===== config.mk =====
export PLATFORM = sky130hd
export DESIGN_NAME = dpi_stream_sequencer_flat
export DESIGN_NICKNAME = d
export VERILOG_FILES = /design/src/rtl/dpi_stream_sequencer_if.sv /design/src/rtl/dpi_stream_sequencer.sv /design/src/flat_wrapper.sv
export SDC_FILE = /design/constraint.sdc
export NUM_CORES = 2
export LEC_CHECK = 0
export BUFFER_PORTS_ARGS = -buffer_cell sky130_fd_sc_hd__clkbuf_2
export CAP_MARGIN = 20
export CORE_MARGIN = 8
export CORE_UTILIZATION = 55
export DETAILED_ROUTE_END_ITERATION = 8
export GPL_ROUTABILITY_DRIVEN = 0
export PLACE_DENSITY = 0.67
export RECOVER_POWER = 50
export SLEW_MARGIN = 20
export SYNTH_ARGS = -nofsm -noshare
export SYNTH_HDL_FRONTEND = slang
export SYNTH_SLANG_ARGS = --single-unit

===== constraint.sdc =====
create_clock -name clk -period 26.4 [get_ports clk]
set_input_delay 1.32 -clock clk [delete_from_list [all_inputs] [get_ports clk]]
set_output_delay 1.32 -clock clk [all_outputs]
set_load 0.02 [all_outputs]

===== src/rtl/dpi_stream_sequencer_if.sv =====
// Ingress packet beat stream: key on the sop beat, valid/ready handshake per byte.
interface dpi_stream_sequencer_if #(
    parameter int KEY_W = 32
);
    logic [7:0]       in_data;
    logic [KEY_W-1:0] in_key;
    logic             in_vld;
    logic             in_sop;
    logic             in_eop;
    logic             in_ready;

    modport master (output in_data, in_key, in_vld, in_sop, in_eop, input in_ready);
    modport slave  (input in_data, in_key, in_vld, in_sop, in_eop, output in_ready);
endinterface


===== src/rtl/dpi_stream_sequencer.sv =====
// Resolves flow key to stream id, then drives load/char/eop to the matcher bank.
// sop->load_state = lookup+1 cycles; ingress stalls until STREAM, stray beats in IDLE are dropped.
module dpi_stream_sequencer #(
    parameter int NUM_STREAMS = 64,
    parameter int KEY_W       = 32,
    parameter int NUM_REGEX   = 8,
    parameter int LOAD_GAP    = 2,
    parameter int EOP_GAP     = 4
) (
    input  logic                   clk,
    input  logic                   rst,
    dpi_stream_sequencer_if.slave  ing,
    input  logic                   cfg_we,
    input  logic [5:0]             cfg_addr,
    input  logic [NUM_REGEX-1:0]   cfg_data,
    output logic                   load_state,
    output logic                   new_stream_id,
    output logic [5:0]             stream_id,
    output logic [NUM_REGEX-1:0]   enable,
    output logic [7:0]             char_in,
    output logic                   char_in_vld,
    output logic                   eop,
    output logic [15:0]            drop_count
);
    localparam int ID_W = $clog2(NUM_STREAMS);
    localparam logic [ID_W:0] FULL = (ID_W+1)'(NUM_STREAMS);

    typedef enum logic [2:0] {
        S_IDLE, S_LOOKUP, S_LOAD, S_GAP, S_STREAM, S_DRAIN, S_EOP
    } state_t;

    state_t               state, state_n;
    logic [KEY_W-1:0]     key_q;
    logic [KEY_W-1:0]     tbl_key [NUM_STREAMS];
    logic [NUM_STREAMS-1:0] tbl_vld;
    logic [NUM_REGEX-1:0] en_table [NUM_STREAMS];
    logic [ID_W:0]        scan_idx, valid_cnt;
    logic [ID_W-1:0]      scan_ptr, alloc_ptr;
    logic                 new_q;
    logic [7:0]           gap_cnt;
    logic                 scan_end, hit, accept;

    assign scan_ptr      = scan_idx[ID_W-1:0];
    assign scan_end      = (scan_idx == valid_cnt);
    assign hit           = ~scan_end & tbl_vld[scan_ptr] & (tbl_key[scan_ptr] == key_q);
    assign accept        = ing.in_vld & ing.in_ready;
    assign load_state    = (state == S_LOAD);
    assign new_stream_id = load_state & new_q;
    assign eop           = (state == S_EOP);

    always_ff @(posedge clk or posedge rst) begin
        if (rst) state <= S_IDLE;
        else     state <= state_n;
    end

    // The LOAD cycle counts as the first gap cycle, so LOAD_GAP == 2 skips GAP entirely.
    always_comb begin
        state_n      = state;
        ing.in_ready = 1'b0;
        case (state)
            S_IDLE: begin
                ing.in_ready = ing.in_vld & ~ing.in_sop;
                if (ing.in_vld & ing.in_sop) state_n = S_LOOKUP;
            end
            S_LOOKUP: if (hit | scan_end) state_n = S_LOAD;
            S_LOAD:   state_n = (LOAD_GAP > 2) ? S_GAP : S_STREAM;
            S_GAP:    if (gap_cnt == 8'd0) state_n = S_STREAM;
            S_STREAM: begin
                ing.in_ready = 1'b1;
                if (ing.in_vld & ing.in_eop) state_n = S_DRAIN;
            end
            S_DRAIN:  if (gap_cnt == 8'd0) state_n = S_EOP;
            S_EOP:    state_n = S_IDLE;
            default:  state_n = S_IDLE;
        endcase
    end

    always_ff @(posedge clk or posedge rst) begin
        if (rst) begin
            key_q       <= '0;
            tbl_vld     <= '0;
            scan_idx    <= '0;
            valid_cnt   <= '0;
            alloc_ptr   <= '0;
            new_q       <= 1'b0;
            stream_id   <= '0;
            enable      <= '0;
            gap_cnt     <= '0;
            char_in     <= '0;
            char_in_vld <= 1'b0;
            drop_count  <= '0;
        end else begin
            char_in_vld <= 1'b0;
            case (state)
                S_IDLE: begin
                    if (ing.in_vld & ing.in_sop) begin
                        key_q    <= ing.in_key;
                        scan_idx <= '0;
                    end else if (ing.in_vld && drop_count != 16'hFFFF) begin
                        drop_count <= drop_count + 16'd1;
                    end
                end
                S_LOOKUP: begin
                    if (hit) begin
                        stream_id <= scan_ptr;
                        new_q     <= 1'b0;
                    end else if (scan_end) begin
                        // alloc_ptr wraps naturally, giving oldest-first replacement once full
                        tbl_vld[alloc_ptr] <= 1'b1;
                        stream_id          <= alloc_ptr;
                        new_q              <= 1'b1;
                        alloc_ptr          <= alloc_ptr + 1'b1;
                        if (valid_cnt != FULL) valid_cnt <= valid_cnt + 1'b1;
                    end else begin
                        scan_idx <= scan_idx + 1'b1;
                    end
                end
                S_LOAD: begin
                    enable  <= en_table[stream_id];
                    gap_cnt <= 8'(LOAD_GAP - 3);
                end
                S_GAP, S_DRAIN: gap_cnt <= gap_cnt - 8'd1;
                S_STREAM: begin
                    if (accept) begin
                        char_in     <= ing.in_data;
                        char_in_vld <= 1'b1;
                        if (ing.in_eop) gap_cnt <= 8'(EOP_GAP - 1);
                    end
                end
                default: ;
            endcase
        end
    end

    always_ff @(posedge clk) begin
        if (state == S_LOOKUP && scan_end) tbl_key[alloc_ptr] <= key_q;
    end

    always_ff @(posedge clk or posedge rst) begin
        if (rst) begin
            for (int i = 0; i < NUM_STREAMS; i++) en_table[i] <= '1;
        end else if (cfg_we) begin
            en_table[cfg_addr] <= cfg_data;
        end
    end
endmodule


===== src/flat_wrapper.sv =====
// flat-port wrapper written by rule: the top's interface ports become plain ports
module dpi_stream_sequencer_flat 
#(
    parameter int NUM_STREAMS = 64,
    parameter int KEY_W       = 32,
    parameter int NUM_REGEX   = 8,
    parameter int LOAD_GAP    = 2,
    parameter int EOP_GAP     = 4
)
  (clk, rst, cfg_we, cfg_addr, cfg_data, load_state, new_stream_id, stream_id, enable, char_in, char_in_vld, eop, drop_count, ing_in_data, ing_in_key, ing_in_vld, ing_in_sop, ing_in_eop, ing_in_ready);
  dpi_stream_sequencer_if #(.KEY_W(KEY_W)) ing_i ();
  input  logic clk;
  input  logic rst;
  input  logic cfg_we;
  input  logic [5:0] cfg_addr;
  input  logic [NUM_REGEX-1:0] cfg_data;
  output logic load_state;
  output logic new_stream_id;
  output logic [5:0] stream_id;
  output logic [NUM_REGEX-1:0] enable;
  output logic [7:0] char_in;
  output logic char_in_vld;
  output logic eop;
  output logic [15:0] drop_count;
  input wire logic [$bits(ing_i.in_data)-1:0] ing_in_data;
  input wire logic [$bits(ing_i.in_key)-1:0] ing_in_key;
  input wire logic [$bits(ing_i.in_vld)-1:0] ing_in_vld;
  input wire logic [$bits(ing_i.in_sop)-1:0] ing_in_sop;
  input wire logic [$bits(ing_i.in_eop)-1:0] ing_in_eop;
  output wire logic [$bits(ing_i.in_ready)-1:0] ing_in_ready;
  assign ing_i.in_data = ing_in_data;
  assign ing_i.in_key = ing_in_key;
  assign ing_i.in_vld = ing_in_vld;
  assign ing_i.in_sop = ing_in_sop;
  assign ing_i.in_eop = ing_in_eop;
  assign ing_in_ready = ing_i.in_ready;
  dpi_stream_sequencer #(.NUM_STREAMS(NUM_STREAMS), .KEY_W(KEY_W), .NUM_REGEX(NUM_REGEX), .LOAD_GAP(LOAD_GAP), .EOP_GAP(EOP_GAP)) u_core (.clk(clk), .rst(rst), .ing(ing_i), .cfg_we(cfg_we), .cfg_addr(cfg_addr), .cfg_data(cfg_data), .load_state(load_state), .new_stream_id(new_stream_id), .stream_id(stream_id), .enable(enable), .char_in(char_in), .char_in_vld(char_in_vld), .eop(eop), .drop_count(drop_count));
endmodule

==> flow_summary_export.csv <==
group,metric,value,unit
clock_network,clk_pin_slew_worst_paths,0.06,ns
hold_path,hold_class,"reg2reg",
sta,rsz0062_at_grt,"no",
sta,hold_viol_final,0,
die,die_w,465,um
final_layout,final_cells,8945,
yosys,yosysWarnings,0,
placed_design,placed_area,115000,um2
critical_path,crit_slowest_cell,"clkinvlp_2",
die,row_count,164,
yosys,synth_most_common_cell,"edfxtp_1",
global_routing,grt_overflow_total,0,
yosys,synth_largest_area_cell,"edfxtp_1",
sta,slew_headroom,-245,%
yosys,synth.distinct_cells,95,
sta,period_needed,8.53,ns
global_routing,use_met1,38.7,%
clock_network,cts_max_path_buffers,4,
final_layout,drive_above_1_share,39.0,%
hold_path,holdCritStartpoint,"u_core.tbl_vld[1]",
global_routing,grt.busiest_layer,"met2",
die,start_util,55.4,%
critical_path,crit_path_start,"rst",
clock_network,ctsHoldBuffers,0,
die,io_pins,103,
clock_network,clk_latency,0.94,ns
critical_path,critical_path_class,"in2async",
yosys,synthTopCellsByCount,"edfxtp_1, mux2_2, mux4_2, dfstp_2, mux2i_1",
pwr,p_per_area,106,nW/um2
critical_path,crit_path_frequent_cell,"buf_4",
run_status,status,"finished, violations left",
global_routing,grt_pass1_wl,445000,um
placed_design,place_inst,8435,
critical_path,r2r_start,"u_core.scan_idx[1]",
critical_path,worstRegToRegCells,14,
sta,finalSetupTns,0,ns
clock_network,cts_tree,"done",
global_routing,grt_start_max_net_pins,191,
run,maxCapViolCount,38,
critical_path,cp-start-kind,"primary input",
sta,fmax,117,MHz
yosys,yosys_register_bits,2727,
routing,wire_per_inst,34.9,um
yosys,synth_area,111000,um2
critical_path,crit_arrival,9.49,ns
clock_network,root_buffer,"clkbuf_16",
run_status,violations,"capacitance limit, slew limit",
die,die_area,216000,um2
critical_path,worstSetupEndpointType,"async pin",
sta,finalSetupViolCount,0,
die,die_y,465,um
yosys,synthCells,5834,
final_layout,fin_area,124000,um2
clock_network,clock-sinks,2727,
sta,worstMarginPinSlew,5.15,ns
routing,postRouteAntennaNets,0,
clock_network,cts_htree_levels,5,
critical_path,path_max_fanout,88,
yosys,syn_nets,5901,
final_layout,nNetsFinal,6143,
clock_network,ctsResizeCount,0,
global_routing,met2_usage,45.1,%
critical_path,cp.required,27.37,ns
clock_network,cts_setup_buffers,0,
sta,fin_skew,0.0573,ns
placed_design,io_buffer_count,102,
clock_network,cts_buffers,295,
routing,drtIter0Drc,7990,
yosys,synth-edff-count,2048,
final_layout,area_growth,11.8,%
yosys,yosysSeqAreaShare,71.4,%
routing,drc,0,
yosys,yosysTopAreaCellShare,55.5,%
yosys,synth-async-reset-ratio,24.9,%
routing,totalWireLength,312000,um
pwr,p_leak,42.3,nW
final_layout,utilization,62.0,%
global_routing,grt_util_all_layers,28.5,%
yosys,syn_avg_cell_area,19.0,um2
routing,vias_per_cell,6.66,
yosys,synth.area.top_cells,"edfxtp_1, dfstp_2, mux4_2",
critical_path,max_stage_delay,2.84,ns
hold_path,holdPathStages,1,
sta,drv_slew,2293,
pwr,ir_drop,0.000119,V
yosys,ys.flop_type,"edfxtp_1",
routing,vias,59600,
critical_path,path_cells,"clkbuf_2 > clkinvlp_2 > clkbuf_1 > buf_4 > buf_4 > buf_6",
global_routing,grt_pass1_vias,59800,
placed_design,dp_hpwl,172000,um
routing,first_pass_iters,7,
final_layout,n_fill_cell,13900,
sta,post-route-period-util,32.3,%
die,core_area,200000,um2
global_routing,met3_usage,5.49,%
global_routing,antenna_found_initial,11,
-- path summary, 6_finish.rpt --
check | end | slack, ns
min in group asynchronous | u_core.key_q[24] | 1.94
max reg2reg | u_core.scan_idx[6] | 19.39
max | u_core.en_table[472] | 17.87
min reg2reg | u_core.tbl_vld[1] | 0.46
max in group clk | u_core.scan_idx[6] | 19.39
min | u_core.tbl_vld[1] | 0.46
-- final cells by class --
type                    instances  area, um2  share of cell area (%)
diodes                          2       5.00                 0.00404
inverters                      33        125                   0.101
flip-flops and latches       2727      79200                    63.9
multi-input cells            2732      30300                    24.5
well taps                    2656       3320                    2.68
repair buffers                287       1800                    1.45
clock inverters               116       1020                   0.822
clock buffers                 392       8200                    6.61
-- worst max-delay path: cells and delay by family --
family                 cells  cell delay [ns]
buffers and inverters      6             7.98
-- cells by family (layout without fill, tap and decap cells) --
group	after synthesis	in the layout	share of synthesized area (%)
flip-flops	2727	2727	71.4
adder cells (fa/ha/maj)	7	7	0.0790
multiplexers	1438	1438	20.0
XOR/XNOR	56	56	0.442
AND/OR/NAND/NOR	763	763	3.33
buffers and inverters	375	828	1.74
other	0	2	0
AO/OA/AOI/OAI	468	468	3.03
-- where the power goes --
part / switching (mW) / internal [mW] / total, mW
clock network: 1.64 / 2.35 / 3.99
registers: 0.240 / 5.38 / 5.62
logic: 2.22 / 1.26 / 3.48
total: 4.10 / 9.00 / 13.1
-- layer usage --
layer	vias to the layer above	part of all wire, %
li1	23900	-
met1	31400	38
met2	3432	47
met3	821	9.6
met4	4	5.7
met5	-	0.0051
-- per-stage QoR --
stage	hold slack [ns]	setup slack (ns)	power, mW
finish	0.460	17.87	13.1
global route	0.473	16.67	13.5
CTS	0.462	19.54	13.1
detailed placement	0.448	19.56	9.10
global placement	0.445	19.59	9.03
floorplan	0.434	6.89	7.81
-- layout by cell type, fill, tap and decap left out, drive strengths merged, types with 18 or more instances in the layout --
master	n
o221ai	28
nand2b	23
edfxtp	2048
xnor2	32
mux4	561
o22ai	35
inv	35
nand4	23
mux2	554
dfstp	512
or2	73
mux2i	323
clkbuf	528
dfrtp	167
nor2	176
nor2b	24
bufinv	18
nor3	24
a31oi	19
o21ai	48
a21oi	87
and3	18
xor2	24
a221oi	23
clkinv	91
nand2	271
buf	151
a22oi	100
nand3	51
-- flip-flops by register name, summed over array words and instances (netlist names) --
name / cells
u_core.alloc_ptr: 6
u_core.scan_idx: 7
u_core.enable: 8
u_core.state: 3
u_core.stream_id: 6
u_core.char_in_vld: 1
u_core.en_table: 512
u_core.tbl_vld: 64
u_core.tbl_key: 2048
u_core.valid_cnt: 7
u_core.key_q: 32
u_core.new_q: 1
u_core.char_in: 8
u_core.drop_count: 16
u_core.gap_cnt: 8
Power figures use the tool's default switching activity.
